`src/rtl/wam_game_core.sv`:
```
`default_nettype none
// ============================================================================
// Module   : wam_game_core
// Whack-a-mole engine: game FSM, tick time base, mole timing, scoring.
// Optional high-score register enabled by defining WAM_HIGH_SCORE_EN.
// Revision : 1.0
// ============================================================================
module wam_game_core #(
  parameter int N_MOLES        = 7,
  parameter int CLK_HZ         = 50_000_000,
  parameter int TICK_HZ        = 10,
  parameter int GAME_SECONDS   = 30,
  parameter int MOLE_TICKS     = 10,
  parameter int MIN_MOLE_TICKS = 3,
  parameter int SPEEDUP_HITS   = 5,
  parameter int SCORE_MAX      = 99
) (
  input  logic               clk,
  input  logic               reset_n,
  input  logic               start,
  input  logic [N_MOLES-1:0] switches,
  output logic [N_MOLES-1:0] leds,
  output logic [6:0]         score,
  output logic [6:0]         time_left,
  output logic               playing,
  output logic               game_over,
  output logic               hit_pulse,
  output logic               miss_pulse,
  output logic [6:0]         high_score
);

  localparam int c_presc = CLK_HZ / TICK_HZ;
  localparam int c_psw   = (c_presc > 1) ? $clog2(c_presc) : 1;
  localparam int c_tsw   = (TICK_HZ > 1) ? $clog2(TICK_HZ) : 1;
  localparam int c_posw  = $clog2(N_MOLES);
  localparam int c_lw    = $clog2(MOLE_TICKS + 1);
  localparam int c_hw    = $clog2(SPEEDUP_HITS + 1);

  typedef enum logic [1:0] {
    ST_IDLE = 2'd0,
    ST_PLAY = 2'd1,
    ST_OVER = 2'd2
  } game_state_t;

  typedef enum logic {
    MS_GAP  = 1'b0,
    MS_SHOW = 1'b1
  } mole_state_t;

  game_state_t r_state, w_state_nxt;
  mole_state_t r_mole, w_mole_nxt;

  logic [7:0]         r_lfsr;
  logic               r_start_d;
  logic [N_MOLES-1:0] r_sw_d;
  logic [N_MOLES-1:0] r_toggle;
  logic [c_psw-1:0]   r_presc;
  logic [c_tsw-1:0]   r_tcnt;
  logic               r_primed;
  logic [6:0]         r_score;
  logic [6:0]         r_time;
  logic [c_lw-1:0]    r_life;
  logic [c_lw-1:0]    r_mcnt;
  logic [c_hw-1:0]    r_hits;
  logic [c_posw-1:0]  r_pos;
  logic               r_hit_pulse;
  logic               r_miss_pulse;

  logic               w_start_rise;
  logic               w_go;
  logic               w_in_play;
  logic               w_tick;
  logic               w_mtick;
  logic               w_sec;
  logic               w_last;
  logic [N_MOLES-1:0] w_mask;
  logic               w_showing;
  logic               w_hit;
  logic               w_miss;
  logic [c_posw-1:0]  w_pos_raw;
  logic [c_posw-1:0]  w_pos_sel;
  logic               w_fb;
  logic [6:0]         w_score_nxt;
  logic [c_lw-1:0]    w_life_dec;
  logic               w_show_entry;

  assign w_start_rise = start & ~r_start_d;
  assign w_go         = w_start_rise && (r_state != ST_PLAY);
  assign w_in_play    = (r_state == ST_PLAY);
  assign w_tick       = w_in_play && (r_presc == c_psw'(c_presc - 1));
  // The first tick after entering PLAY only fills the prescaler; mole timing starts after it.
  assign w_mtick      = w_tick && r_primed;
  assign w_sec        = w_tick && (r_tcnt == c_tsw'(TICK_HZ - 1));
  assign w_last       = w_sec && (r_time == 7'd1);
  assign w_mask       = N_MOLES'(1) << r_pos;
  assign w_showing    = w_in_play && (r_mole == MS_SHOW);
  assign w_hit        = w_showing && |(r_toggle & w_mask);
  assign w_miss       = w_showing && !w_hit && |(r_toggle & ~w_mask);
  assign w_fb         = r_lfsr[7] ^ r_lfsr[5] ^ r_lfsr[4] ^ r_lfsr[3];
  assign w_pos_raw    = c_posw'(r_lfsr % 8'(N_MOLES));
  assign w_pos_sel    = (w_pos_raw != r_pos) ? w_pos_raw :
                        (w_pos_raw == c_posw'(N_MOLES - 1)) ? '0 : w_pos_raw + c_posw'(1);
  assign w_life_dec   = (r_life > c_lw'(MIN_MOLE_TICKS)) ? r_life - c_lw'(1)
                                                         : c_lw'(MIN_MOLE_TICKS);
  assign w_show_entry = (r_mole == MS_GAP) && (w_mole_nxt == MS_SHOW);

  always_comb begin
    w_score_nxt = r_score;
    if (w_hit) begin
      if (r_score < 7'(SCORE_MAX)) w_score_nxt = r_score + 7'd1;
    end else if (w_miss) begin
      if (r_score != 7'd0) w_score_nxt = r_score - 7'd1;
    end
  end

  always_ff @(posedge clk) begin
    if (!reset_n) begin
      r_state <= ST_IDLE;
      r_mole  <= MS_GAP;
    end else begin
      r_state <= w_state_nxt;
      r_mole  <= w_mole_nxt;
    end
  end

  always_comb begin
    w_state_nxt = r_state;
    w_mole_nxt  = r_mole;
    case (r_state)
      ST_IDLE, ST_OVER: begin
        if (w_start_rise) begin
          w_state_nxt = ST_PLAY;
          w_mole_nxt  = MS_GAP;
        end
      end
      ST_PLAY: begin
        if (w_last) w_state_nxt = ST_OVER;
        if (r_mole == MS_GAP) begin
          if (w_mtick) w_mole_nxt = MS_SHOW;
        end else if (w_hit || (w_mtick && (r_mcnt == '0))) begin
          w_mole_nxt = MS_GAP;
        end
      end
      default: w_state_nxt = ST_IDLE;
    endcase
  end

  always_ff @(posedge clk) begin
    if (!reset_n) begin
      r_lfsr       <= 8'h01;
      r_start_d    <= 1'b1;
      r_sw_d       <= '0;
      r_toggle     <= '0;
      r_presc      <= '0;
      r_tcnt       <= '0;
      r_primed     <= 1'b0;
      r_score      <= 7'd0;
      r_time       <= 7'(GAME_SECONDS);
      r_life       <= c_lw'(MOLE_TICKS);
      r_mcnt       <= '0;
      r_hits       <= '0;
      r_pos        <= '0;
      r_hit_pulse  <= 1'b0;
      r_miss_pulse <= 1'b0;
    end else begin
      r_lfsr       <= {r_lfsr[6:0], w_fb};
      r_start_d    <= start;
      r_sw_d       <= switches;
      r_toggle     <= switches ^ r_sw_d;
      r_hit_pulse  <= w_hit;
      r_miss_pulse <= w_miss;
      if (w_go) begin
        r_score  <= 7'd0;
        r_time   <= 7'(GAME_SECONDS);
        r_life   <= c_lw'(MOLE_TICKS);
        r_hits   <= '0;
        r_presc  <= '0;
        r_tcnt   <= '0;
        r_primed <= 1'b0;
      end else if (w_in_play) begin
        r_presc <= w_tick ? '0 : r_presc + c_psw'(1);
        r_score <= w_score_nxt;
        if (w_tick) begin
          r_primed <= 1'b1;
          if (w_sec) begin
            r_tcnt <= '0;
            r_time <= r_time - 7'd1;
          end else begin
            r_tcnt <= r_tcnt + c_tsw'(1);
          end
        end
        // Lifetime updates only on a hit, which also ends the current SHOW.
        if (w_hit) begin
          if (r_hits == c_hw'(SPEEDUP_HITS - 1)) begin
            r_hits <= '0;
            r_life <= w_life_dec;
          end else begin
            r_hits <= r_hits + c_hw'(1);
          end
        end
        if (w_show_entry) begin
          r_pos  <= w_pos_sel;
          r_mcnt <= r_life - c_lw'(1);
        end else if ((r_mole == MS_SHOW) && w_mtick && (r_mcnt != '0)) begin
          r_mcnt <= r_mcnt - c_lw'(1);
        end
      end
    end
  end

`ifdef WAM_HIGH_SCORE_EN
  logic [6:0] r_high;

  always_ff @(posedge clk) begin
    if (!reset_n) begin
      r_high <= 7'd0;
    end else if (w_last && (w_score_nxt > r_high)) begin
      r_high <= w_score_nxt;
    end
  end

  assign high_score = r_high;
`else
  assign high_score = 7'd0;
`endif

  assign leds       = w_showing ? w_mask : '0;
  assign score      = r_score;
  assign time_left  = r_time;
  assign playing    = w_in_play;
  assign game_over  = (r_state == ST_OVER);
  assign hit_pulse  = r_hit_pulse;
  assign miss_pulse = r_miss_pulse;

endmodule
`default_nettype wire

```
`config.mk`:
```
export PLATFORM = sky130hd
export DESIGN_NAME = wam_game_core
export DESIGN_NICKNAME = d
export VERILOG_FILES = /design/src/rtl/wam_game_core.sv
export SDC_FILE = /design/constraint.sdc
export NUM_CORES = 1
export LEC_CHECK = 0
export ABC_CLOCK_PERIOD_IN_PS = 3300
export BUFFER_PORTS_ARGS = -buffer_cell sky130_fd_sc_hd__buf_2
export CORE_MARGIN = 5
export CORE_UTILIZATION = 30
export CTS_CLUSTER_DIAMETER = 150
export DETAILED_ROUTE_END_ITERATION = 8
export HOLD_SLACK_MARGIN = 0.06
export SLEW_MARGIN = 20
export SYNTH_ARGS = -nofsm -noshare
export SYNTH_HDL_FRONTEND = slang
export SYNTH_SLANG_ARGS = --single-unit
```
`constraint.sdc`:
```
create_clock -name clk -period 3.3 [get_ports clk]
set_input_delay 0.66 -clock clk [delete_from_list [all_inputs] [get_ports clk]]
set_output_delay 0.66 -clock clk [all_outputs]
set_load 0.05 [all_outputs]
```
* Word level (Yosys, flattened, before mapping)
Index checks and enable logic that the tools add are counted.
Cells by class: reduce and logical (&&, ||, !) cells 34, add/subtract/negate cells 9, magnitude comparators 2, eq/ne operators 12, divide/modulo/power cells 1, bitwise gates (word level) 12, shift-type cells 1, mux-type cells 21
Operators by type and width (number):
- $mux W7 | 5
- $add A23 B1 Y23 const B | 1
- $eq A23 B23 Y1 const B | 1
- $mux W23 | 1
- $mux W4 | 4
- $and A7 B7 Y7 | 2
- $reduce_or A7 Y1 | 2
- $sub A7 B1 Y7 const B | 2
- $logic_and A1 B1 Y1 | 13
- $reduce_and A3 Y1 | 4
- $mux W3 | 3
- $mod A8 B3 Y8 const B | 1
- $sub A4 B1 Y4 const B | 2
- $add A7 B1 Y7 const B | 1
- $eq A7 B1 Y1 const B | 1
- $lt A7 B7 Y1 const B | 1
- $not A7 Y7 | 1
- $reduce_bool A7 Y1 | 1
- $shl A1 B3 Y7 const A | 1
- $xor A7 B7 Y7 | 1
- $add A3 B1 Y3 const B | 2
- $eq A3 B3 Y1 const B | 2
- $ne A2 B1 Y1 const B | 3
- $reduce_and A2 Y1 | 3
- 22 further kinds | 34
Word-level totals: logic and storage cells 109, bits in registers 84, output and inout bits 32

* Longest topological paths before layout
Gate-level depths: netlist (run 1).
word-level depth 11, gate-level depth with buffers 18, mapped depth without buffers 16

* Worst setup path before layout (run 1)
No wires, ideal clock.
path kind register to register, start point register r_lfsr[7], end point register r_pos[1], cell stages (with the launch flop) 17, buffers on the path 1, required time 3230 ps, data arrival time 3487 ps, path slack -257 ps, path through dfxtp_1 buf_6 and2_1 a22oi_1 o2111ai_4 ha_1 and2_1 a32o_1 nor3_2 mux2i_1 ha_1 inv_1 o211ai_1 nand2_2 and3_1 a41o_1 a21oi_1
Between the ends: cells in the longest elaborated chain, start to end 4
RTL lines:
- start: declaration | RTL line 53 | logic [7:0] r_lfsr;
- start signal: assignment | RTL line 166 | r_lfsr <= {r_lfsr[6:0], w_fb};
- $mod A8 B3 Y8 (*) | RTL line 100 | assign w_pos_raw = c_posw'(r_lfsr % 8'(N_MOLES));
- $add A3 B1 Y3 or $eq A3 B3 Y1 (tied branches) | RTL line 102 | (w_pos_raw == c_posw'(N_MOLES - 1)) ? '0 : w_pos_raw + c_posw'(1);
- $mux W3 | RTL line 102
- $mux W3 (*) | RTL line 101 | assign w_pos_sel = (w_pos_raw != r_pos) ? w_pos_raw :
- end signal: assignment | RTL line 202 | r_pos <= w_pos_sel;
- end: declaration | RTL line 65 | logic [c_posw-1:0] r_pos;
Every way passes the cells marked *; elsewhere a longest branch is shown, timed or not. A chain may end at the register's enable or synchronous reset.

* Worst setup path in the final report (run 1)
start point register r_lfsr[3], end point register r_pos[0]
Same word-level chain as after synthesis.

==> run metrics, run 1 <==
run status finished with violations; failing checks setup timing; Post-synth EDFFs 0; Detail Route Antenna Nets 0; Yosys reg bits 84; CTS tree yes; CTS Buf Count 9; I/O pin cnt between 40 and 50; gr usage total roughly 12%; final core occ a little under two fifths; first-pass GRT wire length about 19000 um; sequential area share after synthesis roughly 36%; row count between 40 and 50; Starting DRT DRC Count between 150 and 200; Max Slew Vio Count 0; crit path DAT approximately 3.6 ns; hold path start r_sw_d[2]; largest net degree at the start of global routing 22; ant diodes 0; Area contributors post-synth dfxtp_1, nor2_1, xnor2_1, ha_1, nand2_1; Final Hold Viols 0; r2r setup slk -0.07 ns; depth of the worst hold-timing path 2; leading area contributor after synthesis dfxtp_1; Root Buffer clkbuf_16; final setup violation count 1; Mapped Cells approximately 570; post-synthesis cell type count between 70 and 80; Max VDD drop ~200 uV; CP Capture Point r_pos[0]; Pre-antenna DRT Iters 4; Worst slew margin a little under three fifths; Placeable Area between 15000 and 20000 um2; Primary FF master, synth dfxtp_1; critical path class reg2reg; final RePlAce weighted congestion 0.8054; gr ovfl total 0; HPWL Detailed 8032 um; Max Freq around 300 MHz; RR Startpoint r_lfsr[3]; Setup TNS Final -0.07024 ns; final clock skew 0.008035 ns; top cells by count, synth dfxtp_1, nor2_1, nand2_1, a21oi_1, xnor2_1; required time of the critical path around 3.6 ns; hold buffer count at cts 0; die footprint approximately 18000 um2; R2R cell count 15; Power Density between 300 and 400 nW/um2; worst-path fanout max 6; # port buffers 34; vias in the first global route 3955; Vias/cell just under 5; Worst-Skew Late Latency roughly 0.34 ns; period utilisation layout 102.1%; synthesized cell area ~4700 um2; drt drc 0; CTS Sinks 84; startpoint types flip-flop; Initial Utilization 30.76%; Worst-Margin Slew 0.6615 ns; HP Class reg2reg; H-tree levels 3; Max-cap violations 0; DRT Wirelength 11160 um; count leader, synth dfxtp_1; Leak Pwr around 2.3 nW; Nets ~670; initial antenna violation count 0; CP startpoint r_lfsr[3]; routed wire length per instance around 13 um; Tmin final about 3.4 ns; Yosys Warn Count 0; syn_area_per_cell approximately 8.3 um2; share of cells above drive strength 1 between 10% and 20%; Die Ht 135.3 um; RSZ-0062 raised after global routing yes; clk buf depth 2; Critical Path End Type flip-flop; Final WS setup -0.07024 ns; Synth top area share ~36%; Layout area overhead 22.34%; via count of the routed design around 4200; clock-pin slew on the worst setup and hold paths about 0.070 ns; reg-to-reg endpoint r_pos[0]; fraction of registers with async set/reset 0%; die width 135.3 um
## through the flow
step | power, mW | hold slack [ns] | setup slack (ns) | area (um2) | cells
global route | 2.361 | 0.5254 | -0.2297 | 5763 | 853
floorplan | 1.206 | 0.4574 | -0.01446 | 4792 | 577
CTS | 2.281 | 0.4990 | -0.03204 | 5704 | 849
finish | 2.268 | 0.4932 | -0.07024 | 5763 | 853
global placement | 1.244 | 0.4725 | -0.01533 | 5276 | 822
detailed placement | 1.249 | 0.4865 | -0.1949 | 5276 | 822
## layout make-up
type / count / area, um2
clock buffers: 11 / 242.7
clock inverters: 5 / 60.06
fillers: 1584 / 9552
inverters: 22 / 82.58
multi-input cells: 441 / 2905
flip-flops and latches: 84 / 1700
well taps: 211 / 264.0
repair buffers: 79 / 508.0
## kinds of logic (layout without fill, tap and decap cells)
kind of cell | count (synthesis) | in the layout | synth area share, %
AND/OR/NAND/NOR | 260 | 260 | 27.65
AO/OA/AOI/OAI | 97 | 97 | 14.90
flip-flops | 84 | 84 | 35.70
buffers and inverters | 52 | 117 | 5.206
XOR/XNOR | 48 | 48 | 8.924
adder cells (fa/ha/maj) | 19 | 19 | 5.153
multiplexers | 10 | 10 | 2.390
other | 1 | 7 | 0.07960
## routing by layer
layer / routed length (um) / GRT usage [%] / vias up
li1: - / - / 2118
met1: 5067 / 15.70 / 2001
met2: 5552 / 20.82 / 77
met3: 363 / 2.489 / 11
met4: 176 / 4.871 / 0
met5: 0 / 0 / -
## state kept, by name, indices dropped and copies added (netlist names), 3 cells and up
register   flops
r_hits         3
r_lfsr         8
r_life         4
r_mcnt         4
r_pos          3
r_presc       23
r_sw_d         7
r_tcnt         4
r_toggle       7
score          7
time_left      7
## worst min path at each step
stage,end,slack [ns]
floorplan,r_mcnt[3],0.46
CTS,r_toggle[2],0.50
global route,r_presc[19],0.53
global placement,r_mcnt[3],0.47
detailed placement,r_toggle[2],0.49
finish,r_toggle[2],0.49
## critical path: stages (launching register included)
cell and delay [ns]:
dfxtp_4 0.37, and3b_1 0.19, o211ai_2 0.19, o2111ai_4 0.16, ha_4 0.21, and2_4 0.12
a32o_2 0.25, nor3_4 0.16, mux2i_2 0.27, ha_2 0.25, inv_2 0.06, o211ai_1 0.25
o21a_2 0.27, mux2i_1 0.21, a211oi_1 0.09, a211oi_1 0.20
## placed cells by master (no fill, tap or decap), types with 8 or more instances in the layout
cell and count:
nand2_1 52, o21ai_0 14, buf_4 45, clkbuf_16 9, buf_2 34, and3_1 9
nand4_1 9, xnor2_1 26, ha_1 15, mux2i_1 8, a21oi_1 28, xor2_1 22
and2_1 16, dfxtp_1 79, nand3_1 15, nor3_1 21, nor2_1 83, inv_1 21
## timing repair
action,4_1_cts,5_1_grt
gates cloned,0,0
buffers inserted,11,4
endpoints found under the setup margin,3,3
pin swaps,8,7
resized for setup,15,5
## where the power goes
group | switching [mW] | internal, mW
Clock | 0.413 | 0.610
Sequential | 0.0163 | 1.03
Combinational | 0.117 | 0.0829
Note: power is estimated with default switching activity, not from simulation.
==> run 2, diff against run 1 <==
ABC_CLOCK_PERIOD_IN_PS = 3650   (was 3300)
clock period = 3.65 ns   (was 3.3 ns; I/O delays follow)
==> run metrics, run 2 (synthesis gave the netlist of run 1 again) <==
run status finished clean; slowest CP cell dfxtp_2; Layout area overhead 16.87%; Biggest register r_presc; Pre-antenna DRT Iters 4; H-tree levels 3; die width approximately 140 um; drt drc 0; final setup violation count 0; Initial Utilization 30.76%; required time of the critical path a little under 4 ns; Max Freq 289.5 MHz; Top cell by count, worst path a211oi_1; # port buffers 34; total power slightly above 2 mW; Tmin final approximately 3.5 ns; Worst-Margin Slew roughly 0.75 ns; CTS Buf Count 9; CTS Sinks 84; gr usage total a little under an eighth; share of power burned in registers 46.8%; largest net degree at the start of global routing 23; Leak Pwr around 2.2 nW; worst-path fanout max 9; final clock skew approximately 0.0071 ns; Final Hold Viols 0; hold buffer count at cts 0; area post-placement 5162 um2; clk buf depth 2; Max-cap violations 0; clock-pin slew on the worst setup and hold paths ~0.06 ns; Die Ht around 140 um; Critical Path End Type flip-flop; max FFs per register 23; Root Buffer clkbuf_16; Worst slew margin around half; startpoint types flip-flop; most frequent cells in the layout nor2_1, dfxtp_1, nand2_1, buf_2, a21oi_1; Nets roughly 640; final RePlAce weighted congestion 0.7767; final core occ about 36%; initial antenna violation count 0; first-pass GRT wire length ~17000 um; die footprint 18310 um2; Cell Chain, Critical Path and3b_1 > o211ai_2 > o2111ai_4 > ha_1 > and2_1 > a32o_1 > nor3_4 > mux2i_2 > ha_2 > inv_1 > o211ai_1 > o21a_2 > mux2i_1 > a211oi_1 > a211oi_1; HP Class reg2reg; Worst-Skew Late Latency roughly 0.34 ns; WP buf/inv 1; Power Density around 370 nW/um2; Detail Route Antenna Nets 0; fin area about 5500 um2; crit path DAT around 3.7 ns; Vias/cell 4.730; period utilisation layout 94.64%; Sw Ratio 23.12%; HPWL Detailed approximately 7400 um; final hold slack between 0.4 and 0.5 ns; clock share of power approximately 46%; Crit path max-delay family compound AO/OA/AOI/OAI gates; Worst path max stage delay about 0.40 ns; Internal Pwr Total ~1.6 mW; Max Slew Vio Count 0; vias in the first global route approximately 3600; routed wire length per instance approximately 12 um; I/O pin cnt 42; share of cells above drive strength 1 between 10% and 20%; commonest non-fill, non-tap cell in the layout nor2_1; Starting DRT DRC Count slightly below 200; combinational power share 7.6%; row count 45; CTS tree yes; top flop regs r_presc x23, r_lfsr x8; DRT Wirelength just over 10000 um; gr ovfl total 0; Psw roughly 470 uW; Max VDD drop between 100 and 150 uV; critical path class reg2reg; ant diodes 0; via count of the routed design between 3000 and 4000; Placeable Area 15310 um2
[run 2: cell count changes in the layout (fill, tap and decap cells not counted), sizes merged]
cell,change
buf,-23
clkbuf,+1
inv,-1
[run 2: worst reg2reg max path, delay by kind of cell, from the launching register on]
| kind | cells | cell delay [ns] |
|---|---|---|
| compound gates | 7 | 1.36 |
| simple gates | 3 | 0.54 |
| fa+ha+maj | 2 | 0.50 |
| mux | 2 | 0.47 |
| flops | 1 | 0.40 |
| buf+inv | 1 | 0.10 |
[run 2: final timing paths]
kind	start	to	slack (ns)	cells after the start
max reg2reg	r_lfsr[3]	r_pos[0]	0.20	15
max	r_lfsr[3]	r_pos[0]	0.20	15
min	r_sw_d[2]	r_toggle[2]	0.49	2
min reg2reg	r_sw_d[2]	r_toggle[2]	0.49	2
[run 2: layer usage]
metal / global-route usage (%) / routed length, um / part of all wire [%] / vias to the layer above
met1: 15.89 / 5171 / 51 / 1769
met3: 2.117 / 446 / 4.4 / 14
met5: 0 / 0 / 0 / -
li1: - / - / - / 2065
met2: 16.70 / 4258 / 42 / 78
met4: 5.039 / 187 / 1.9 / 0
[run 2: what timing repair did]
action / 4_1_cts / 5_1_grt
endpoints found under the setup margin: 0 / 3
gates resized for setup: 0 / 11
setup buffers: 0 / 1
[run 2: area by class of cell]
cell class	instances	area (um2)
Multi-Input combinational cell	441	2830
Sequential cell	84	1689
Fill cell	1613	9809
Clock inverter	4	47.55
Inverter	22	82.58
Clock buffer	12	256.5
Tap cell	211	264.0
Timing Repair Buffer	56	335.3
[run 2: stage by stage]
step	setup WS (ns)	setup TNS (ns)	cells
6_report	0.1955	0	830
3_3_place_gp	0.1546	0	813
4_1_cts	0.03860	0	829
5_1_grt	-0.01435	-0.03648	830
2_1_floorplan	0.09323	0	577
3_5_place_dp	0.06128	0	813
[run 2: power by group through the flow]
stage,clock network [mW],registers [mW],logic [mW]
6_report,0.924,0.948,0.154
5_1_grt,0.990,0.949,0.172
4_1_cts,0.952,0.947,0.153
3_5_place_dp,0,0.967,0.152
3_3_place_gp,0,0.967,0.152
2_1_floorplan,0,0.961,0.124
